**config.mk**
```make
export PLATFORM = sky130hd
export DESIGN_NAME = wb_port_arbiter_flat
export DESIGN_NICKNAME = d
export VERILOG_FILES = /design/src/rtl/wb_port_arbiter_if.sv /design/src/rtl/wb_port_arbiter.sv /design/src/flat_wrapper.sv
export SDC_FILE = /design/constraint.sdc
export NUM_CORES = 1
export LEC_CHECK = 0
export BUFFER_PORTS_ARGS = -buffer_cell sky130_fd_sc_hd__buf_2
export CAP_MARGIN = 20
export CORE_MARGIN = 4
export CORE_UTILIZATION = 38
export DETAILED_ROUTE_END_ITERATION = 12
export GPL_TIMING_DRIVEN = 0
export PLACE_DENSITY_LB_ADDON = 0.15
export SETUP_SLACK_MARGIN = 0.4
export SYNTH_ARGS = -nofsm -noshare
export SYNTH_HDL_FRONTEND = slang
export SYNTH_SLANG_ARGS = --single-unit
```
**constraint.sdc**
```tcl
create_clock -name clk -period 3.4 [get_ports clk]
set_clock_uncertainty 0.05 [all_clocks]
set_input_delay 0.34 -clock clk [delete_from_list [all_inputs] [get_ports clk]]
set_output_delay 0.34 -clock clk [all_outputs]
set_load 0.05 [all_outputs]
```
**src/rtl/wb_port_arbiter_if.sv**
```systemverilog
// Register-file write-port arbitration bus.
// Carries the write-back request, the long-latency result handshake and the
// arbitrated register-file write. With WB_ARB_PERF_EN defined it also carries
// the stall and squash performance counters.
interface wb_port_arbiter_if;
  logic [4:0]  pipe_i_rd;
  logic [63:0] pipe_i_data;
  logic        pipe_i_wen;
  logic        lu_i_valid;
  logic [4:0]  lu_i_rd;
  logic [63:0] lu_i_data;
  logic        lu_o_ready;
  logic [4:0]  arb_o_rd;
  logic [63:0] arb_o_data;
  logic        arb_o_wen;
  logic        arb_o_pipe_stall;
  logic        arb_o_pending;
`ifdef WB_ARB_PERF_EN
  logic [31:0] arb_o_stall_cnt;
  logic [31:0] arb_o_squash_cnt;
`endif

  // Arbiter side
  modport slave (
    input  pipe_i_rd, pipe_i_data, pipe_i_wen,
    input  lu_i_valid, lu_i_rd, lu_i_data,
    output lu_o_ready,
    output arb_o_rd, arb_o_data, arb_o_wen, arb_o_pipe_stall, arb_o_pending
`ifdef WB_ARB_PERF_EN
    , output arb_o_stall_cnt, arb_o_squash_cnt
`endif
  );

  // Requester / register-file side
  modport master (
    output pipe_i_rd, pipe_i_data, pipe_i_wen,
    output lu_i_valid, lu_i_rd, lu_i_data,
    input  lu_o_ready,
    input  arb_o_rd, arb_o_data, arb_o_wen, arb_o_pipe_stall, arb_o_pending
`ifdef WB_ARB_PERF_EN
    , input arb_o_stall_cnt, arb_o_squash_cnt
`endif
  );
endinterface

```
**src/rtl/wb_port_arbiter.sv**
```systemverilog
// wb_port_arbiter: shares the single register-file write port between the
// in-order write-back stage (priority) and a long-latency unit whose results
// wait in a small side FIFO. A starvation counter forces a one-cycle pipeline
// stall so buffered results always drain. A pipe write squashes older buffered
// results to the same register (WAW).
// Optional macro WB_ARB_PERF_EN adds 32-bit stall and squash counters.
module wb_port_arbiter #(
  parameter int DEPTH      = 2,
  parameter int STARVE_MAX = 4
) (
  input logic              clk,
  input logic              rst_n,
  wb_port_arbiter_if.slave bus
);
  localparam int AW = (DEPTH > 1) ? $clog2(DEPTH) : 1;
  localparam int PW = AW + 1;
  localparam int CW = $clog2(STARVE_MAX + 1);
  localparam logic [CW-1:0] CNT_MAX = CW'(STARVE_MAX);

  // FIFO storage: rd/data carry no reset, only the valid bits do
  logic [4:0]       ent_rd_q   [DEPTH];
  logic [63:0]      ent_data_q [DEPTH];
  logic [DEPTH-1:0] ent_vld_q, ent_vld_d;

  logic [PW-1:0] wr_ptr_q, wr_ptr_d;
  logic [PW-1:0] rd_ptr_q, rd_ptr_d;
  logic [CW-1:0] cnt_q, cnt_d;

  logic [4:0]  arb_rd_q, arb_rd_d;
  logic [63:0] arb_data_q, arb_data_d;
  logic        arb_wen_q, arb_wen_d;

  logic [AW-1:0]    head_idx, tail_idx;
  logic             empty, full, preq, stall, push;
  logic             pipe_gnt, fifo_gnt;
  logic [DEPTH-1:0] squash;

  assign head_idx = rd_ptr_q[AW-1:0];
  assign tail_idx = wr_ptr_q[AW-1:0];
  assign empty    = (wr_ptr_q == rd_ptr_q);
  assign full     = (wr_ptr_q[AW] != rd_ptr_q[AW]) &&
                    (wr_ptr_q[AW-1:0] == rd_ptr_q[AW-1:0]);
  assign preq     = bus.pipe_i_wen && (bus.pipe_i_rd != 5'd0);
  assign stall    = !empty && (cnt_q == CNT_MAX);
  assign push     = bus.lu_i_valid && !full;
  assign pipe_gnt = !stall && preq;
  assign fifo_gnt = !empty && (stall || !preq);

  assign bus.lu_o_ready       = !full;
  assign bus.arb_o_pipe_stall = stall;
  assign bus.arb_o_pending    = !empty;
  assign bus.arb_o_rd         = arb_rd_q;
  assign bus.arb_o_data       = arb_data_q;
  assign bus.arb_o_wen        = arb_wen_q;

  // WAW squash: a granted pipe write kills every older live entry to the same rd
  always_comb begin
    squash = '0;
    if (pipe_gnt) begin
      for (int i = 0; i < DEPTH; i++) begin
        squash[i] = ent_vld_q[i] && (ent_rd_q[i] == bus.pipe_i_rd);
      end
    end
  end

  // Next state for pointers, valid bits, starvation counter and output register
  always_comb begin
    wr_ptr_d   = wr_ptr_q;
    rd_ptr_d   = rd_ptr_q;
    ent_vld_d  = ent_vld_q & ~squash;
    cnt_d      = cnt_q;
    arb_rd_d   = arb_rd_q;
    arb_data_d = arb_data_q;
    arb_wen_d  = 1'b0;

    if (pipe_gnt) begin
      arb_rd_d   = bus.pipe_i_rd;
      arb_data_d = bus.pipe_i_data;
      arb_wen_d  = 1'b1;
    end else if (fifo_gnt) begin
      arb_rd_d   = ent_rd_q[head_idx];
      arb_data_d = ent_data_q[head_idx];
      arb_wen_d  = ent_vld_q[head_idx];
    end

    // Popped slots drop their valid bit so only live entries can match a squash
    if (fifo_gnt) begin
      ent_vld_d[head_idx] = 1'b0;
      rd_ptr_d            = rd_ptr_q + PW'(1);
    end

    // The tail slot is never live, so a same-cycle push is not squashed
    if (push) begin
      ent_vld_d[tail_idx] = (bus.lu_i_rd != 5'd0);
      wr_ptr_d            = wr_ptr_q + PW'(1);
    end

    if (empty || fifo_gnt) begin
      cnt_d = '0;
    end else if (pipe_gnt && (cnt_q != CNT_MAX)) begin
      cnt_d = cnt_q + CW'(1);
    end
  end

  // Control state and registered write port
  always_ff @(posedge clk or negedge rst_n) begin
    if (!rst_n) begin
      wr_ptr_q   <= '0;
      rd_ptr_q   <= '0;
      ent_vld_q  <= '0;
      cnt_q      <= '0;
      arb_rd_q   <= '0;
      arb_data_q <= '0;
      arb_wen_q  <= 1'b0;
    end else begin
      wr_ptr_q   <= wr_ptr_d;
      rd_ptr_q   <= rd_ptr_d;
      ent_vld_q  <= ent_vld_d;
      cnt_q      <= cnt_d;
      arb_rd_q   <= arb_rd_d;
      arb_data_q <= arb_data_d;
      arb_wen_q  <= arb_wen_d;
    end
  end

  // FIFO payload write at the tail
  always_ff @(posedge clk) begin
    if (push) begin
      ent_rd_q[tail_idx]   <= bus.lu_i_rd;
      ent_data_q[tail_idx] <= bus.lu_i_data;
    end
  end

`ifdef WB_ARB_PERF_EN
  logic [31:0] stall_cnt_q, stall_cnt_d;
  logic [31:0] squash_cnt_q, squash_cnt_d;

  assign bus.arb_o_stall_cnt  = stall_cnt_q;
  assign bus.arb_o_squash_cnt = squash_cnt_q;

  // Counter increments: one per stall cycle, one per squashed entry
  always_comb begin
    stall_cnt_d  = stall_cnt_q + 32'(stall);
    squash_cnt_d = squash_cnt_q;
    for (int i = 0; i < DEPTH; i++) begin
      squash_cnt_d = squash_cnt_d + 32'(squash[i]);
    end
  end

  // Performance counters, wrapping modulo 2^32
  always_ff @(posedge clk or negedge rst_n) begin
    if (!rst_n) begin
      stall_cnt_q  <= '0;
      squash_cnt_q <= '0;
    end else begin
      stall_cnt_q  <= stall_cnt_d;
      squash_cnt_q <= squash_cnt_d;
    end
  end
`endif

endmodule

```
**src/flat_wrapper.sv**
```systemverilog
// flat-port wrapper written by rule: the top's interface ports become plain ports
module wb_port_arbiter_flat 
#(
  parameter int DEPTH      = 2,
  parameter int STARVE_MAX = 4
)
  (clk, rst_n, bus_pipe_i_rd, bus_pipe_i_data, bus_pipe_i_wen, bus_lu_i_valid, bus_lu_i_rd, bus_lu_i_data, bus_lu_o_ready, bus_arb_o_rd, bus_arb_o_data, bus_arb_o_wen, bus_arb_o_pipe_stall, bus_arb_o_pending);
  wb_port_arbiter_if bus_i ();
  input logic clk;
  input logic rst_n;
  input wire logic [$bits(bus_i.pipe_i_rd)-1:0] bus_pipe_i_rd;
  input wire logic [$bits(bus_i.pipe_i_data)-1:0] bus_pipe_i_data;
  input wire logic [$bits(bus_i.pipe_i_wen)-1:0] bus_pipe_i_wen;
  input wire logic [$bits(bus_i.lu_i_valid)-1:0] bus_lu_i_valid;
  input wire logic [$bits(bus_i.lu_i_rd)-1:0] bus_lu_i_rd;
  input wire logic [$bits(bus_i.lu_i_data)-1:0] bus_lu_i_data;
  output wire logic [$bits(bus_i.lu_o_ready)-1:0] bus_lu_o_ready;
  output wire logic [$bits(bus_i.arb_o_rd)-1:0] bus_arb_o_rd;
  output wire logic [$bits(bus_i.arb_o_data)-1:0] bus_arb_o_data;
  output wire logic [$bits(bus_i.arb_o_wen)-1:0] bus_arb_o_wen;
  output wire logic [$bits(bus_i.arb_o_pipe_stall)-1:0] bus_arb_o_pipe_stall;
  output wire logic [$bits(bus_i.arb_o_pending)-1:0] bus_arb_o_pending;
  assign bus_i.pipe_i_rd = bus_pipe_i_rd;
  assign bus_i.pipe_i_data = bus_pipe_i_data;
  assign bus_i.pipe_i_wen = bus_pipe_i_wen;
  assign bus_i.lu_i_valid = bus_lu_i_valid;
  assign bus_i.lu_i_rd = bus_lu_i_rd;
  assign bus_i.lu_i_data = bus_lu_i_data;
  assign bus_lu_o_ready = bus_i.lu_o_ready;
  assign bus_arb_o_rd = bus_i.arb_o_rd;
  assign bus_arb_o_data = bus_i.arb_o_data;
  assign bus_arb_o_wen = bus_i.arb_o_wen;
  assign bus_arb_o_pipe_stall = bus_i.arb_o_pipe_stall;
  assign bus_arb_o_pending = bus_i.arb_o_pending;
  wb_port_arbiter #(.DEPTH(DEPTH), .STARVE_MAX(STARVE_MAX)) u_core (.clk(clk), .rst_n(rst_n), .bus(bus_i));
endmodule
```
# Word-level counts from Yosys, hierarchy flattened
# Memory sizes are Yosys's and may differ from the RTL's.
# Index checks and enable logic that the tools add are counted.
[word_totals]
in_bits = 142
wordCells = 68
ff_bits = 79
output_inout_bits = 73
mem_bits_rw = 138
n_memories = 2
[op_classes]
n_eq_ne = 7
n_lt_le_gt_ge = 4
n_reduce_logical = 21
n_addsub = 3
n_bitwise = 4
n_mux = 20
[mem_list]
columns = ["name", "depth", "width", "read_ports", "rd_ports_with_merged_regs", "wr", "line", "text"]
rows = [
  ["u_core.ent_data_q", 2, 64, 1, 0, 1, "wb_port_arbiter.sv:22", "logic [63:0] ent_data_q [DEPTH];"],
  ["u_core.ent_rd_q", 2, 5, 3, 0, 1, "wb_port_arbiter.sv:21", "logic [4:0] ent_rd_q [DEPTH];"],
]
[op_table]
columns = ["op", "n"]
rows = [
  ["64-bit 2-to-1 mux", 2],
  ["1-bit logical AND", 11],
  ["5-bit == test", 2],
  ["5-bit 2-to-1 mux", 2],
  ["5-bit nonzero test", 2],
  ["1-bit 2-to-1 mux", 8],
  ["2-bit 2-to-1 mux", 3],
  ["3-bit 2-to-1 mux", 2],
  ["2-bit by 1-bit adder with 2-bit output (second input constant)", 2],
  ["2-bit bitwise AND", 2],
  ["1-bit logical NOT", 4],
  ["1-bit by 2-bit < comparator with 1-bit output (second input constant)", 2],
  ["2-bit inverter", 2],
  ["2-bit nonzero test", 2],
  ["3-bit by 1-bit adder with 3-bit output (second input constant)", 1],
  ["3-bit == test (second input constant)", 1],
  ["3-bit != test (second input constant)", 1],
  ["2-bit bitwise mux", 1],
  ["1-bit demux with 1-bit select", 2],
  ["2-bit == test", 1],
  ["1-bit >= comparator (second input constant)", 2],
  ["1-bit logical OR", 2],
  ["1-bit == test", 1],
  ["1-bit != test", 1],
]

# Depth between registers and ports, before layout
[logic_depth]
ltp_word = 12
mapped_depth = 8
ltp_nobuf = 6

# Least setup slack after synthesis
# OpenSTA, ideal clock, no wires.
[synth_path]
path_type = "reg2reg"
startpoint = "reg u_core.wr_ptr_q[0]"
endpoint = "mem u_core.ent_data_q[0][0] (enable)"
path_buffers = 1
setup_time_ns = 0.423
synth_period_minus_slack_ns = 3.250
t_required_ns = 2.927
arrival_ns = 2.777
path_stages_with_launch = 6
setup_slack_ns = 0.150
cell_sequence = "dfrtp_1 > clkbuf_1 > xor2_1 > nand2b_1 > nand3_1 > inv_1"
[synth_via]
elab_chain_len = 6
[synth_lines]
columns = ["element", "line", "text"]
rows = [
  ["from (decl)", "wb_port_arbiter.sv:25", "logic [PW-1:0] wr_ptr_q, wr_ptr_d;"],
  ["from (signal assigned)", "wb_port_arbiter.sv:116", "wr_ptr_q <= wr_ptr_d;"],
  ["1-bit == test", "wb_port_arbiter.sv:42", "(wr_ptr_q[AW-1:0] == rd_ptr_q[AW-1:0]);"],
  ["1-bit logical AND", "wb_port_arbiter.sv:41", "assign full = (wr_ptr_q[AW] != rd_ptr_q[AW]) &&"],
  ["1-bit logical NOT", "-", ""],
  ["named net bus_lu_o_ready", "flat_wrapper.sv:17", "output wire logic [$bits(bus_i.lu_o_ready)-1:0] bus_lu_o_ready;"],
  ["1-bit logical AND", "wb_port_arbiter.sv:45", "assign push = bus.lu_i_valid && !full;"],
  ["1-bit 2-to-1 mux", "wb_port_arbiter.sv:128", "if (push) begin"],
  ["1-bit 2-to-1 mux (not written as such)", "wb_port_arbiter.sv:130", "ent_data_q[tail_idx] <= bus.lu_i_data;"],
  ["to (decl)", "wb_port_arbiter.sv:22", ""],
]
# The timed path passes the listed nets, and every way through them passes these cells.

# Worst setup path in the final report
[layout_path]
startpoint = "reg u_core.wr_ptr_q[0]"
endpoint = "out bus_arb_o_pipe_stall"
[layout_via]
elab_chain_len = 3
[layout_lines]
columns = ["element", "line", "text"]
rows = [
  ["2-bit == test", "wb_port_arbiter.sv:40", "assign empty = (wr_ptr_q == rd_ptr_q);"],
  ["1-bit logical NOT", "wb_port_arbiter.sv:44", "assign stall = !empty && (cnt_q == CNT_MAX);"],
  ["1-bit logical AND", "wb_port_arbiter.sv:44", ""],
  ["to (decl)", "flat_wrapper.sv:21", "output wire logic [$bits(bus_i.arb_o_pipe_stall)-1:0] bus_arb_o_pipe_stall;"],
]
# No other way between the ends.

==> run_results.csv <==
group,metric,value,unit
critical_path,worst-r2r-cell-count,6,
critical_path,r2r_slack,0.73,ns
critical_path,cp-end-kind,"primary output",
drt,num_vias,6934,
sta,hold_violations,0,
sta,fmax,0.365,GHz
clocking,post_cts_buffers,0,
hold_path,worstHoldPathType,"input port to flop",
placement,dp_cells,1188,
drt,wl_per_cell,19.8,um
power_and_ir_drop,power_density,985,nW/um2
floorplan,io_pins,215,
clocking,cts_tree,"built",
floorplan,rows,55,
hold_path,min_from,"bus_pipe_i_data[12]",
hold_path,hold_depth,3,
drt,first_pass_iters,5,
logic_synthesis,mappedNetlistArea,8690,um2
finish,syn_to_final_growth,34.7,%
grt,grt_pass1_vias,7295,
floorplan,initial_core_util,0.385,
sta,period_needed,2.74,ns
critical_path,worstSetupPathType,"flop to primary output",
logic_synthesis,synth_cells,688,
clocking,clock-sinks,217,
logic_synthesis,async_flop_share,0.364,
clocking,clock_tree.root_cell,"clkbuf_16",
power_and_ir_drop,p_leak,4.73,nW
logic_synthesis,synth_ff_type,"edfxtp_1",
placement,io_buffers,212,
critical_path,worstPathRequired,3.01,ns
grt,grt_pass1_wl,41100,um
placement,placed_area,10200,um2
critical_path,crit_path_start,"u_core.wr_ptr_q[0]",
sta,slew_headroom,0.426,
logic_synthesis,netlist-cell-type-count,30,
logic_synthesis,synth_enable_flop_cells,138,
grt,antenna_found_initial,3,
grt,grt.total_usage,0.202,
logic_synthesis,syn_avg_cell_area,12.6,um2
floorplan,die_area,25300,um2
clocking,cts-buffers-inserted,24,
sta,rsz0062_at_grt,"false",
critical_path,rr_startpoint,"u_core.wr_ptr_q[0]",
outcome,status,"finished clean",
finish,fin_area,11700,um2
grt,grt_max_degree,43,
critical_path,r2r_end,"u_core.ent_data_q[0][34]",
grt,grt_overflow,0,
drt,viasPerCell,5.31,
logic_synthesis,yosysWarnings,0,
critical_path,cp_max_fo,10,
clocking,ctsHtreeMaxLevel,1,
sta,slew_viol_final,0,
sta,min_period_over_period,0.805,
logic_synthesis,synthesis.nets,832,
power_and_ir_drop,ir_drop,0.000636,V
floorplan,dieWidth,159,um
sta,tightest_slew,0.860,ns
logic_synthesis,seq_area_frac_synth,0.705,
clocking,path_clk_slew,0.06,ns
finish,drive_gt1_frac,0.281,
drt,routed_wl,25800,um
drt,drt_iter0_drc,407,
job,max_cap_viol_count,0,
hold_path,min_to,"u_core.bus.arb_o_data[12]",
floorplan,coreArea,22600,um2
finish,fin_cells,1306,
clocking,clk_path_buf_depth,3,
critical_path,crit_arrival,2.35,ns
logic_synthesis,ys_seq_elements,217,
placement,globalplace.congestion,0.764,
critical_path,cp-start-kind,"flop",
drt,drc,0,
finish,layout.nets,1146,
clocking,clk_latency,0.51,ns
drt,ant_nets,0,
placement,dpl.hpwl,16900,um
sta,finalSetupViolations,0,
floorplan,dieHeight,159,um
==> logic make-up after synthesis <==
logic type                 share of synthesized area
DFF                                            0.705
and+or+nand+nor                                0.225
AOI/OAI and AO/OA                             0.0101
adders and majority gates                    0.00288
xor gates and xnor gates                      0.0171
buffers and inverters                         0.0408
==> what timing repair did <==
action / 4_1_cts / 5_1_grt
setup endpoints to repair: 1 / 2
hold endpoints to repair: 176 / 0
pin swaps: 0 / 0
gates cloned: 0 / 0
resized for setup: 1 / 3
hold buffers: 71 / 0
==> report_power, final <==
group | total, mW | leakage, nW | internal (mW) | switching [mW]
clock network | 2.55 | 0.392 | 1.51 | 1.04
registers | 4.24 | 2.24 | 3.85 | 0.392
logic | 4.73 | 2.10 | 1.12 | 3.61
==> layout by cell type, fill, tap and decap left out, drive strengths merged, types with 2 or more instances in the layout <==
master       netlist  routed
nand3            280     280
buf               25     242
edfxtp           138     138
dfrtp             79      79
nand4             71      71
dlygate4sd3        0      71
clkbuf            37      70
xor2              12      12
clkinv             0       9
inv                8       7
nand2              7       7
nor3               5       5
xnor2              5       5
nor2               5       5
a21oi              2       2
a41o               2       2
clkinvlp           0       2
ha                 2       2
or4                2       2
o211ai             2       2
o21ai              2       2
==> state kept, by name, summed over array words and instances, names as in the netlist <==
name,flops
u_core.wr_ptr_q,2
u_core.rd_ptr_q,2
u_core.bus.arb_o_rd,5
u_core.ent_data_q,128
u_core.bus.arb_o_data,64
u_core.cnt_q,3
u_core.ent_vld_q,2
u_core.bus.arb_o_wen,1
u_core.ent_rd_q,10
==> worst max-delay path by stage <==
stage	to	slack (ns)	cells past startpoint
after floorplan	u_core.ent_data_q[0][0]	0.56	5
after global placement	u_core.ent_data_q[1][26]	-0.38	3
after detailed placement	u_core.ent_data_q[0][26]	0.71	6
after CTS	bus_arb_o_pipe_stall	0.45	8
after global routing	bus_arb_o_pipe_stall	0.50	7
final	bus_arb_o_pipe_stall	0.66	7
==> critical path, cell delays in order, from the launching register on <==
cell,delay [ns]
dfrtp_1,0.32
clkbuf_1,0.23
xor2_1,0.31
o21bai_1,0.10
clkbuf_2,0.26
clkbuf_2,0.28
inv_1,0.08
buf_2,0.25
==> metal layers <==
layer | wire [um] | track usage | up-vias
met3 | 1730 | 0.0422 | 49
met2 | 12600 | 0.344 | 233
met4 | 602 | 0.0521 | 4
met5 | 27 | 0 | -
li1 | - | - | 3254
met1 | 10800 | 0.266 | 3394
==> Yosys cell counts, drive strengths merged, types with 2 or more instances <==
cell type / n / area, um2
xor2: 12 / 105
o211ai: 2 / 28.8
clkbuf: 37 / 140
a41o: 2 / 20.0
nor3: 5 / 25.0
ha: 2 / 25.0
buf: 25 / 184
nand4: 71 / 444
nor2: 5 / 18.8
nand3: 280 / 1400
or4: 2 / 18.8
nand2: 7 / 28.8
xnor2: 5 / 43.8
inv: 8 / 30.0
dfrtp: 79 / 1980
a21oi: 2 / 10.0
o21ai: 2 / 13.8
edfxtp: 138 / 4140
==> cell type report <==
class                   count  area (um2)
repair buffers            288        1860
clock buffers              33         696
diodes                      1        2.50
clock inverters            11        93.8
well taps                 285         357
multi-input cells         401        2210
flip-flops and latches    217        6120
fillers                  2056       10900
inverters                   8        36.3
plain buffers              62         327
==> stage by stage <==
stage	TNS [ns]	hold slack, ns	setup WS (ns)	util	power [mW]
2_1_floorplan	0	-0.00559	0.562	-	7.47
3_3_place_gp	-25.90	0.420	-0.380	0.448	8.93
3_5_place_dp	0	0.325	0.711	0.451	8.99
4_1_cts	0	0.00155	0.453	0.518	11.6
5_1_grt	0	0.00925	0.504	0.519	12.2
6_report	0	0.0200	0.662	0.519	11.5
Note: power is estimated with default switching activity, not from simulation.
